File: src/rtl/control_fsm_pkg.sv
// Shared definitions for the multicycle main control unit: opcodes, state codes,
// aluOp codes shared with aluDeco, and the Moore output decode of each state.
package control_fsm_pkg;

  typedef enum logic [3:0] {
    S_FETCH    = 4'd0,
    S_DECODE   = 4'd1,
    S_MEMADR   = 4'd2,
    S_MEMREAD  = 4'd3,
    S_MEMWB    = 4'd4,
    S_MEMWRITE = 4'd5,
    S_EXECR    = 4'd6,
    S_EXECI    = 4'd7,
    S_ALUWB    = 4'd8,
    S_BEQ      = 4'd9,
    S_JAL      = 4'd10
  } state_t;

  localparam state_t RESET_STATE = S_FETCH;

  localparam logic [6:0] OP_LW  = 7'b0000011;
  localparam logic [6:0] OP_SW  = 7'b0100011;
  localparam logic [6:0] OP_R   = 7'b0110011;
  localparam logic [6:0] OP_I   = 7'b0010011;
  localparam logic [6:0] OP_BEQ = 7'b1100011;
  localparam logic [6:0] OP_JAL = 7'b1101111;

  localparam logic [1:0] ALUOP_ADD   = 2'b00;
  localparam logic [1:0] ALUOP_SUB   = 2'b01;
  localparam logic [1:0] ALUOP_FUNCT = 2'b10;

  localparam logic [1:0] IMM_I = 2'b00;
  localparam logic [1:0] IMM_S = 2'b01;
  localparam logic [1:0] IMM_B = 2'b10;
  localparam logic [1:0] IMM_J = 2'b11;

  typedef struct packed {
    logic [1:0] aluOp;
    logic [1:0] aluSrcA;
    logic [1:0] aluSrcB;
    logic [1:0] resultSrc;
    logic       adrSrc;
    logic       irWrite;
    logic       pcUpdate;
    logic       branch;
    logic       regWrite;
    logic       memWrite;
  } ctrl_t;

  // Unlisted codes (including 11..15) decode to all-zero controls.
  function automatic ctrl_t state_decode(input state_t s);
    ctrl_t c;
    c = '0;
    case (s)
      S_FETCH: begin
        c.irWrite   = 1'b1;
        c.aluSrcB   = 2'b10;
        c.resultSrc = 2'b10;
        c.pcUpdate  = 1'b1;
      end
      S_DECODE: begin
        c.aluSrcA = 2'b01;
        c.aluSrcB = 2'b01;
      end
      S_MEMADR: begin
        c.aluSrcA = 2'b10;
        c.aluSrcB = 2'b01;
      end
      S_MEMREAD: c.adrSrc = 1'b1;
      S_MEMWB: begin
        c.resultSrc = 2'b01;
        c.regWrite  = 1'b1;
      end
      S_MEMWRITE: begin
        c.adrSrc   = 1'b1;
        c.memWrite = 1'b1;
      end
      S_EXECR: begin
        c.aluSrcA = 2'b10;
        c.aluOp   = ALUOP_FUNCT;
      end
      S_EXECI: begin
        c.aluSrcA = 2'b10;
        c.aluSrcB = 2'b01;
        c.aluOp   = ALUOP_FUNCT;
      end
      S_ALUWB: c.regWrite = 1'b1;
      S_BEQ: begin
        c.aluSrcA = 2'b10;
        c.aluOp   = ALUOP_SUB;
        c.branch  = 1'b1;
      end
      S_JAL: begin
        c.aluSrcA  = 2'b01;
        c.aluSrcB  = 2'b10;
        c.pcUpdate = 1'b1;
      end
      default: c = '0;
    endcase
    return c;
  endfunction

endpackage

File: src/rtl/control_fsm_imm_deco.sv
// Immediate-format select from the opcode; purely combinational, independent of state.
module imm_deco
  import control_fsm_pkg::*;
(
  input  logic [6:0] op,
  output logic [1:0] immSrc
);

  always_comb begin
    immSrc = IMM_I;
    case (op)
      OP_SW:   immSrc = IMM_S;
      OP_BEQ:  immSrc = IMM_B;
      OP_JAL:  immSrc = IMM_J;
      default: immSrc = IMM_I;
    endcase
  end

endmodule

File: src/rtl/control_fsm.sv
// Multicycle main control FSM: sequences lw/sw/R/I/beq/jal one state per clock
// and drives every datapath enable and select.
module control_fsm
  import control_fsm_pkg::*;
(
  input  logic       clk,
  input  logic       rst_n,
  input  logic [6:0] op,
  input  logic       zero,
  output logic [1:0] aluOp,
  output logic [1:0] aluSrcA,
  output logic [1:0] aluSrcB,
  output logic [1:0] resultSrc,
  output logic       adrSrc,
  output logic       irWrite,
  output logic       pcWrite,
  output logic       regWrite,
  output logic       memWrite,
  output logic [1:0] immSrc,
  output logic       illegalOp
);

  state_t r_state;
  state_t w_next;
  ctrl_t  r_ctrl;
  logic   w_op_known;

  assign w_op_known = (op == OP_LW) || (op == OP_SW) || (op == OP_R) ||
                      (op == OP_I)  || (op == OP_BEQ) || (op == OP_JAL);

  always_comb begin
    w_next = S_FETCH;
    case (r_state)
      S_FETCH:  w_next = S_DECODE;
      S_DECODE: begin
        case (op)
          OP_LW, OP_SW: w_next = S_MEMADR;
          OP_R:         w_next = S_EXECR;
          OP_I:         w_next = S_EXECI;
          OP_BEQ:       w_next = S_BEQ;
          OP_JAL:       w_next = S_JAL;
          default:      w_next = S_FETCH;
        endcase
      end
      S_MEMADR:  w_next = (op == OP_LW) ? S_MEMREAD : S_MEMWRITE;
      S_MEMREAD: w_next = S_MEMWB;
      S_EXECR:   w_next = S_ALUWB;
      S_EXECI:   w_next = S_ALUWB;
      S_JAL:     w_next = S_ALUWB;
      default:   w_next = S_FETCH;
    endcase
  end

  // Controls are registered from the next state, so they always equal the
  // Moore decode of r_state, and reset forces the FETCH pattern at once.
  always_ff @(posedge clk or negedge rst_n) begin
    if (!rst_n) begin
      r_state <= RESET_STATE;
      r_ctrl  <= state_decode(RESET_STATE);
    end else begin
      r_state <= w_next;
      r_ctrl  <= state_decode(w_next);
    end
  end

  assign aluOp     = r_ctrl.aluOp;
  assign aluSrcA   = r_ctrl.aluSrcA;
  assign aluSrcB   = r_ctrl.aluSrcB;
  assign resultSrc = r_ctrl.resultSrc;
  assign adrSrc    = r_ctrl.adrSrc;
  assign irWrite   = r_ctrl.irWrite;
  assign regWrite  = r_ctrl.regWrite;
  assign memWrite  = r_ctrl.memWrite;
  assign pcWrite   = r_ctrl.pcUpdate | (r_ctrl.branch & zero);
  // op is only meaningful once the IR has loaded, hence DECODE-qualified.
  assign illegalOp = (r_state == S_DECODE) && !w_op_known;

  imm_deco u_imm_deco (
    .op     (op),
    .immSrc (immSrc)
  );

endmodule

File: config.mk
export PLATFORM = sky130hd
export DESIGN_NAME = control_fsm
export DESIGN_NICKNAME = d
export VERILOG_FILES = /design/src/rtl/control_fsm_pkg.sv /design/src/rtl/control_fsm_imm_deco.sv /design/src/rtl/control_fsm.sv
export SDC_FILE = /design/constraint.sdc
export NUM_CORES = 1
export LEC_CHECK = 0
export ABC_CLOCK_PERIOD_IN_PS = 2700
export CAP_MARGIN = 5
export CORE_MARGIN = 8
export CORE_UTILIZATION = 46
export CTS_CLUSTER_DIAMETER = 150
export DETAILED_ROUTE_END_ITERATION = 8
export MAX_ROUTING_LAYER = met4
export PLACE_DENSITY = 0.79
export SLEW_MARGIN = 20
export SYNTH_ARGS = -nofsm -noshare
export SYNTH_HDL_FRONTEND = slang
export SYNTH_SLANG_ARGS = --single-unit
File: constraint.sdc
create_clock -name clk -period 2.7 [get_ports clk]
set_clock_uncertainty 0.05 [all_clocks]
set_input_delay 0.405 -clock clk [delete_from_list [all_inputs] [get_ports clk]]
set_output_delay 0.405 -clock clk [all_outputs]
set_load 0.01 [all_outputs]
==> run summary, run 1 <==
The largest vdd supply drop is 359 uV. The number of nets in the layout is 118. The CTS tree is yes. The synthesized-area fraction occupied by ao, oa, aoi and oai cells came out at 0.150. The starting density of the core came out at 0.473. The x dimension of the die is 60.2 um. The proportion of layout cells with a drive suffix above 1 is 0.112. CTS built an H-tree with a depth of 1. For this run, the leading register cell type out of synthesis is sky130_fd_sc_hd__dfrtp_1.

The cell at the root of the clock tree is sky130_fd_sc_hd__clkbuf_4. The HPWL after detailed placement is 1370 um. Yosys printed 0 warnings. The number of hold buffers added after cts came out at 0. The count of vias placed by the detailed router came out at 714.

The DRC violations left came out at 0. The DRC violation total after the first TritonRoute iteration is 14. The clock network latency to the later pin of the worst-skew pair is 280 ps.

The number of cells on the worst reg-to-reg path is 5. The top achievable clock speed came out at 394 MHz. Before antenna repair, the detailed router went through 4 iterations. The sequential share of the synthesized area came out at 0.506.

The detail-routed via count per cell is 5.33. The kind of end point of the critical path is an output port. The portion of the clock cycle consumed by the worst path in the final layout is 0.940. The critical path is of the in2out type. The top cell types in the final layout, fill and taps aside, are sky130_fd_sc_hd__clkdlybuf4s50_1 (25), sky130_fd_sc_hd__dfrtp_1 (14), sky130_fd_sc_hd__nor2_1 (12).

The final total negative setup slack is 0 ps. The number of different library cells used by synthesis comes to 35. The worst slew slack as a fraction of its limit is 0.515. The core occupancy in the finished layout came out at 0.602. The number of endpoints with negative hold slack in the final report came to 0.

The number of diodes came out at 0. The transition time at the pin with the least slew margin is 726 ps. The remaining global-route overflow came out at 0.

The total wirelength of the detailed-routed design came out at 1770 um. The post-CTS resize count is 0. Of the total synthesized cell area, the portion taken by full adders, half adders and majority gates is 0. The post-synthesis net count came out at 97. The area of the multi-input gates is 368 um^2. The global-route wire length before repair is 2850 um.

The post-synthesis to final-layout area growth is 27.3%. The quantity of I/O buffers inserted on ports is 25. 26 I/O pins were placed.

The clock buffer count from CTS is 3. The number of antenna violations at the first check in global routing was 0. The post-detailed-route count of antenna-violating nets came out at 0. For this design the static power due to leakage is 0.505 nW.

By area, the combinational part of the netlist is dominated by simple AND/OR/NAND/NOR gates. The async set or reset register ratio after synthesis came out at 1.00. The clock sink total is 18. The height of the die came out at 60.2 um.

The count of mapped cells out of synthesis came out at 87. The max-cap violation count is 0. The all-layer global routing usage came out at 0.106.

The via count of the first global-routing pass is 666. The worst hold path belongs to the class in2async. The share of the synthesized area in the top cell type is 0.389. Setup repair after global routing left no endpoint under its margin.

The share of the synthesized netlist area taken by xor and xnor gates came out at 0.00974. Data on the critical path arrives at its endpoint at 2080 ps. The post-synthesis cell area is 900 um^2. The per-instance average area after synthesis came out at 10.3 um^2. Leaving out fill and tap cells, the most frequent cell in the layout is sky130_fd_sc_hd__clkdlybuf4s50_1. The row count came out at 16. The number of filler instances in the final layout is 164. The floorplan step defined a die boundary enclosing 3630 um^2.

The clock period could shrink to 2540 ps. The run finished with clean final reports. The clock tree buffer depth came out at 2. The largest fanout of any net on the critical path came out at 5. The number of max-slew violations in the final report came out at 0. The post-CTS setup buffer count is 0. The global placement routability congestion came out at 0.859. Counting flops and latches in the post-synthesis netlist gives 18.

Across the whole layout, storage elements account for 455 um^2. After detailed routing, the average wire length per cell comes to 13.2 um. The biggest area contributor in the post-synthesis netlist is sky130_fd_sc_hd__dfrtp_1. Setup violations remaining at the end of the flow were counted as 0. After synthesis, the share of cell area in mux cells is 0. In this run the power density over the cells is 686 nW/um^2. The pin count of the biggest net entering global routing came out at 19. The synthesized-area fraction occupied by and/or/nand/nor cells came out at 0.249. STA puts the critical path data required time at 2250 ps. Clock-pin slew was measured on the worst setup and hold paths at 90 ps. In the post-synthesis netlist, the biggest area contributors are sky130_fd_sc_hd__dfrtp_1 (39%), sky130_fd_sc_hd__dfstp_2 (12%), sky130_fd_sc_hd__buf_4 (6.7%). The region available for standard cell placement spans 1900 um^2.

STA classifies the critical path startpoint as an input port. The number of flops mapped to enable cells by yosys is 0.
## cells by family after synthesis
group,count (synthesis)
flip-flops,18
AO/OA/AOI/OAI,17
XOR/XNOR,1
buffers and inverters,12
AND/OR/NAND/NOR,39
## worst max-delay path: stages
cell and delay (ps):
sky130_fd_sc_hd__clkdlybuf4s50_1 490, sky130_fd_sc_hd__nor3_1 320, sky130_fd_sc_hd__nor2b_1 300, sky130_fd_sc_hd__nor3_1 80, sky130_fd_sc_hd__clkdlybuf4s50_1 490
## path summary, 6_finish.rpt
kind                                end  slack (ps)  startpoint
setup / recovery              illegalOp         160       op[2]
hold reg to reg                regWrite         630  r_state[1]
setup reg to reg             aluSrcB[0]         460  r_state[0]
max in group asynchronous    r_state[3]        1650       rst_n
min in group clk               regWrite         630  r_state[1]
hold / removal             resultSrc[0]         500       rst_n
## Yosys cell counts, types with 3 or more instances
library cell / n
sky130_fd_sc_hd__nand2_1: 3
sky130_fd_sc_hd__or3_1: 3
sky130_fd_sc_hd__buf_4: 8
sky130_fd_sc_hd__dfrtp_1: 14
sky130_fd_sc_hd__nor2_1: 12
sky130_fd_sc_hd__nor3_1: 4
sky130_fd_sc_hd__o21ai_0: 3
sky130_fd_sc_hd__dfstp_2: 4
sky130_fd_sc_hd__inv_1: 3
sky130_fd_sc_hd__a21oi_1: 3
## layer usage
metal  wire (um)  vias to the layer above  track usage
met5           0                        -            -
met4          38                        0       0.0816
met3         105                        4       0.0129
met2         801                       28        0.162
met1         822                      338        0.123
li1            -                      344            -
## metrics by stage
step / total power [mW] / std cells / hold WS, ps / cell area, um^2 / setup WS (ps)
3_3_place_gp: 0.657 / 130 / 607 / 1120 / 156
5_1_grt: 0.833 / 134 / 545 / 1140 / 106
6_report: 0.786 / 134 / 496 / 1140 / 162
4_1_cts: 0.795 / 134 / 525 / 1140 / 179
3_5_place_dp: 0.665 / 130 / 595 / 1120 / 102
2_1_floorplan: 0.555 / 87 / 59.4 / 900 / 739
## power breakdown
part | total [mW] | switching [mW] | leakage, nW | internal [mW]
Clock | 0.131 | 0.0735 | 0.0150 | 0.0573
Sequential | 0.381 | 0.0371 | 0.231 | 0.344
Combinational | 0.274 | 0.121 | 0.259 | 0.153
## area by class of cell
cell class	instances	area share
Sequential cell	18	0.398
Inverter	3	0.00984
Clock buffer	4	0.0230
Timing Repair Buffer	25	0.219
Tap cell	27	0.0295
Multi-Input combinational cell	57	0.321
## state kept, by name, indices dropped and copies added (netlist names)
signal,flops
resultSrc,2
irWrite,1
regWrite,1
adrSrc,1
memWrite,1
r_ctrl,2
aluSrcA,2
r_state,4
aluOp,2
aluSrcB,2
Note: power is estimated with default switching activity, not from simulation.
==> run 2: changes to the inputs <==
--- a/config.mk
+++ b/config.mk
@@ -11,7 +11,6 @@
 export CORE_UTILIZATION = 46
 export CTS_CLUSTER_DIAMETER = 150
 export DETAILED_ROUTE_END_ITERATION = 8
-export MAX_ROUTING_LAYER = met4
 export PLACE_DENSITY = 0.79
 export SLEW_MARGIN = 20
 export SYNTH_ARGS = -nofsm -noshare
==> run 2 against run 1 <==
Core utilization is the same. Die area is the same. Final cell count did not move. Count of clock-buffer cells in the layout is the same. Setup slack improved by 12 ps. Sequential cell count is the same. Total power barely moved. Clock power hardly changed.
==> run summary, run 2 (same netlist as run 1, synthesis figures left out) <==
The run finished with clean final reports. The clock sink total is 18. The number of max-slew violations in the final report came out at 0.

The number of flip-flops under the largest register name is 4. The final total negative setup slack is 0 ps. The clock slew at the register clock pins of the worst setup and hold paths came out at 90 ps. After detailed routing, the number of vias per cell comes to 5.34.

met2 is the most crowded layer. The pin count of the biggest net entering global routing came out at 19. The total wirelength of the detailed-routed design came out at 1760 um.

In this run the number of H-tree levels came out at 1. Setup repair after global routing left no endpoint under its margin. The global-route track usage on met1 is 0.119.

The transition time at the pin with the least slew margin came out at 726 ps. The placed wire-length estimate after detailed placement came out at 1370 um. The post-synthesis to final-layout area growth is 27.3%. The floorplan step set the die height to 60.2 um. The largest fanout of any net on the critical path is 5.

The global routing usage on met3 is 0.0194. The area of all placed cells without fillers came out at 1140 um^2. The signal on the critical path passes through clkdlybuf4s50_1 > nor3_1 > nor2b_1 > nor3_1 > clkdlybuf4s50_1. The count of pins on the block boundary came out at 26.

The count of buffers added on input and output ports is 25. The met2 routing resource usage after global routing is 0.162. For this design the ratio of total power to cell area is 686 nW/um^2. The global placement routability congestion is 0.845. The launch point of the critical path is op[2]. The proportion of layout cells with a drive suffix above 1 came out at 0.112.

The final layout contains 118 nets. The library cell used most frequently in the layout, excluding fill and tap cells, is sky130_fd_sc_hd__clkdlybuf4s50_1. The clock network latency to the later pin of the worst-skew pair came out at 280 ps. For this run, the slowest stage of the critical path takes 490 ps. The dominant delay contributor by cell family on the critical path is buffers and inverters.

The number of filler instances in the final layout is 164. The via count of the first global-routing pass was 666. The number of antenna violations at the first check in global routing is 0. The DRC violation total after the first TritonRoute iteration came out at 15. The count of vias placed by the detailed router is 715. The post-CTS resize count is 0. The number of endpoints with negative hold slack in the final report was 0. TritonCTS built the clock tree. The beginning of the worst register-to-register path is r_state[0].

Ranked by flip-flop count, first place goes to r_state. The max-cap violation count came out at 0. The row count is 16. The path class of the tightest hold or removal check is in2async.

The first-pass iteration count of the detailed router is 4. The number of hold buffers added after cts came out at 0. The clock buffer count from CTS is 3. The worst setup path is of the in2out kind.

For this design, the slowest cell found on the critical path is sky130_fd_sc_hd__clkdlybuf4s50_1. The first global-routing pass estimated 2850 um of wire. The starting density of the core came out at 0.473. In the layout the commonest cells are sky130_fd_sc_hd__clkdlybuf4s50_1 (25), sky130_fd_sc_hd__dfrtp_1 (14), sky130_fd_sc_hd__nor2_1 (12). The final critical delay including setup and external delays came out at 2530 ps. STA classifies the critical path endpoint as an output port. The portion of the clock cycle consumed by the worst path in the final layout is 0.936.

The area inside the core boundary is 1900 um^2. The worst slew slack as a fraction of its limit came out at 0.515. The routed wirelength normalized by instance count is 13.1 um. The required time of the worst setup path is 2250 ps. The number of cells on the worst reg-to-reg path is 5. Once the clock tree was built, the setup fixing pass inserted 0 buffers. The die outline area is 3630 um^2. The cell at the root of the clock tree is sky130_fd_sc_hd__clkbuf_4. The all-layer global routing usage is 0.103.

The cell count along the critical path is 5. The DRC violations left is 0. In this run the horizontal extent of the chip is 60.2 um. The count of endpoints failing setup in the final report is 0. The placement-stage cell area is 1120 um^2. The clock tree buffer depth came out at 2. The worst setup path is launched from an input port.

The combined buffer and inverter count along the critical path is 2. The leakage power came out at 0.505 nW. The post-detailed-route count of antenna-violating nets is 0. The top achievable clock speed is 396 MHz. Global routing finished with a remaining overflow of 0. The worst endpoint data arrival time came out at 2070 ps.

The number of diodes is 0. Across the VDD grid, the largest voltage drop is 359 uV.
## run 2: final timing paths
path	to	slack, ps
worst max-delay path	illegalOp	170
worst max register to register	aluSrcB[0]	460
max in group asynchronous	r_state[3]	1650
worst min-delay path	resultSrc[0]	500
worst min register to register	regWrite	620
min in group clk	regWrite	620
## run 2: layout make-up
cell class                      count  area [um^2]  share of cell area
Inverter                            3         11.3             0.00984
Sequential cell                    18          455               0.398
Tap cell                           27         33.8              0.0295
Timing Repair Buffer               25          250               0.219
Multi-Input combinational cell     57          368               0.321
Clock buffer                        4         26.3              0.0230
## run 2: where the power goes
| part | total [mW] | internal, mW | switching [mW] | leakage [nW] |
|---|---|---|---|---|
| Combinational | 0.274 | 0.153 | 0.121 | 0.259 |
| Sequential | 0.381 | 0.344 | 0.0370 | 0.231 |
| Clock | 0.131 | 0.0574 | 0.0737 | 0.0150 |
## run 2: layer usage
metal,routed length (um),vias to the layer above
met5,0,-
met4,38,0
met1,764,332
li1,-,344
met3,149,4
met2,805,35
## run 2: stage by stage
stage | worst slack, ps | power, mW | hold slack (ps) | util | cells
detailed placement | 102 | 0.665 | 595 | 0.588 | 130
floorplan | 739 | 0.555 | 59.4 | - | 87
global route | 105 | 0.833 | 545 | 0.602 | 134
finish | 174 | 0.786 | 496 | 0.602 | 134
CTS | 179 | 0.795 | 525 | 0.602 | 134
global placement | 156 | 0.657 | 607 | 0.588 | 130
==> run 3: changes to the inputs <==
--- a/config.mk
+++ b/config.mk
@@ -11,7 +11,8 @@
 export CORE_UTILIZATION = 46
 export CTS_CLUSTER_DIAMETER = 150
 export DETAILED_ROUTE_END_ITERATION = 8
-export PLACE_DENSITY = 0.79
+export GPL_TIMING_DRIVEN = 0
+export PLACE_DENSITY = 0.78
 export SLEW_MARGIN = 20
 export SYNTH_ARGS = -nofsm -noshare
 export SYNTH_HDL_FRONTEND = slang
==> run 3 against run 2 <==
Count of clock-buffer cells in the layout unchanged. Sequential cell count unchanged. Global-route usage increased by 1.2 points. Combinational power increased by 25%. Non-clock buffer count increased by 9. Hold slack got worse by 6.9 ps. Core utilization increased by 3.9 points. Final cell count increased by 6.7%. Sequential share of layout area decreased by 2.4 points. First-iteration DRC count increased by 13%. Total power increased by 11%. Sequential power decreased by 5.5%. Critical path type unchanged.
==> run summary, run 3 (same netlist as run 1, synthesis figures left out) <==
The flow ran to the end, and the final reports show no timing, DRC or antenna violations. The routed wirelength normalized by instance count came out at 12.9 um. The placed wire-length estimate after detailed placement came out at 1410 um.

The x dimension of the die came out at 60.2 um. The DRC violations left is 0. The clock slew at the register clock pins of the worst setup and hold paths is 100 ps. The signal on the critical path passes through clkdlybuf4s50_1 > nor3_1 > nor2b_1 > nor3_1 > clkdlybuf4s50_1. The quantity of I/O buffers inserted on ports is 25. The share of total power in combinational logic came out at 0.393.

The first global-routing pass estimated 3090 um of wire. The portion of the clock cycle consumed by the worst path in the final layout came out at 0.933. The delay of the slowest critical-path stage is 520 ps. The library cell used most frequently in the layout, excluding fill and tap cells, is sky130_fd_sc_hd__clkdlybuf4s50_1. The row count is 16. The most used routing layer is met2. After the first detailed-routing iteration, the DRC count stood at 17. The register with the most flip-flops in the layout has 4 of them.

Setup repair after global routing left no endpoint under its margin. OpenSTA, run right after detailed placement, puts the worst setup slack at 87.7 ps. STA classifies the critical path startpoint as an input port.

The power per cell area came out at 714 nW/um^2. The number of endpoints with negative hold slack in the final report is 0. The number of filler instances in the final layout came out at 157.

The count of endpoints failing setup in the final report is 0. For met3 alone, demand over resource in global routing was 0.0172. The die is 60.2 um tall. The starting density of the core came out at 0.473. The post-route worst hold slack is 489 ps. TritonCTS built the clock tree. The count of vias placed by the detailed router came out at 729. The clock buffer count from CTS is 3. The pre-antenna-repair detailed-routing pass consisted of 4 iterations. The remaining global-route overflow came out at 0. The share of total power dissipated in the clock network is 0.193. The number of max-slew violations in the final report is 0. For this run, the total global-route usage over all layers was measured as 0.115.

The tree is rooted in a sky130_fd_sc_hd__clkbuf_4. The register with the most flip-flops is r_state. The share of total power dissipated in sequential elements is 0.414.

The number of antenna violations at the first check in global routing came out at 0. The analysis attributes to net switching a power of 0.251 mW. The library cells used most frequently in the layout, excluding fill and tap cells, are sky130_fd_sc_hd__clkdlybuf4s50_1 (25), sky130_fd_sc_hd__dfrtp_1 (14), sky130_fd_sc_hd__nor2_1 (12). The count of pins on the block boundary is 26. The minimum setup slack in the final design is 181 ps. The via count of the first global-routing pass came out at 711. The congestion estimate from routability-driven global placement came to 0.815. The kind of end point of the critical path is an output port. The die outline area came out at 3630 um^2. The number of diodes came out at 0.

The detail-routed via count per cell came out at 5.10. Max-cap violations in this run came to 0. The min-delay analysis places its worst path in the category in2async. Once the clock tree was built, the resizer swapped 0 gates to a different size. STA puts the critical path data required time at 2250 ps.

The number of nets in the layout came out at 127. The floorplan step defined a core boundary enclosing 1900 um^2. The total wirelength of the detailed-routed design is 1840 um. The transition time at the pin with the least slew margin came out at 760 ps. The number of hold buffers added after cts is 0. The proportion of layout cells with a drive suffix above 1 came out at 0.190. The clock tree buffer depth is 2. The clock reaches the later pin of the worst-skew pair after 300 ps. The post-detailed-route count of antenna-violating nets came out at 0. For the finished layout, the period the worst path requires is 2520 ps. For this run, global-route usage on met1 was measured as 0.128. The met2 routing resource usage after global routing came out at 0.191. The leakage power came out at 0.556 nW. The worst slew slack as a fraction of its limit is 0.492. CTS saw 18 sinks. The post-CTS setup buffer count is 0. The largest vdd supply drop is 450 uV. The level count of the clock H-tree came out at 1.

The top achievable clock speed came out at 397 MHz. Compared with the post-synthesis result, the final layout area differs by 35.6%. Of the total power, the share spent switching nets is 0.288.

The worst endpoint data arrival time came out at 2060 ps. The slowest stage of the critical path is the sky130_fd_sc_hd__clkdlybuf4s50_1 cell. Adding up every negative setup slack in the final design gives 0 ps. The total internal power came out at 0.620 mW. The pin count of the biggest net entering global routing is 19.

The largest fanout of any net on the critical path is 7. The worst setup path is of the in2out kind.
run 3: cell types whose count changed in the layout (fill, tap and decap cells not counted):
cell                       change
sky130_fd_sc_hd__buf_4         +8
sky130_fd_sc_hd__buf_2         +1
sky130_fd_sc_hd__clkbuf_1      -1
sky130_fd_sc_hd__clkbuf_8      +1
run 3: stage by stage:
stage          utilization  power (mW)  instances  cell area (um^2)
4_1_cts              0.641       0.885        143              1220
6_report             0.641       0.871        143              1220
5_1_grt              0.641       0.932        143              1220
3_5_place_dp         0.622       0.717        139              1180
2_1_floorplan            -       0.555         87               900
3_3_place_gp         0.622       0.706        139              1180
run 3: layout make-up:
type	count	area [um^2]	share of cell area
sequential	18	455	0.373
multi-input combinational	57	368	0.302
timing repair buffer	25	250	0.205
buffer	9	65.1	0.0533
clock buffer	4	36.3	0.0297
tap	27	33.8	0.0277
inverter	3	11.3	0.00923
run 3: final timing paths:
path	slack, ps	cells past startpoint	startpoint	endpoint
setup / recovery	180	5	op[6]	illegalOp
hold / removal	490	1	rst_n	adrSrc
setup reg to reg	620	6	r_state[0]	aluSrcB[0]
hold reg to reg	620	1	r_state[1]	regWrite
max in group asynchronous	1630	1	rst_n	r_state[0]
min in group clk	620	1	r_state[1]	regWrite
run 3: worst max-delay path, delay by kind of cell:
kind          cells  cell delay [ps]
simple gates      3              650
buf+inv           2             1010
run 3: power by group through the flow:
stage / clock, mW / combinational, mW / sequential [mW]
detailed placement: 0 / 0.349 / 0.368
finish: 0.168 / 0.343 / 0.360
CTS: 0.174 / 0.349 / 0.362
global route: 0.189 / 0.377 / 0.366
floorplan: 0 / 0.187 / 0.368
global placement: 0 / 0.341 / 0.365
run 3: metal layers:
metal,wire (um),share of wire
met1,798,0.43
met2,903,0.49
met3,79,0.043
met4,56,0.030
met5,0,0
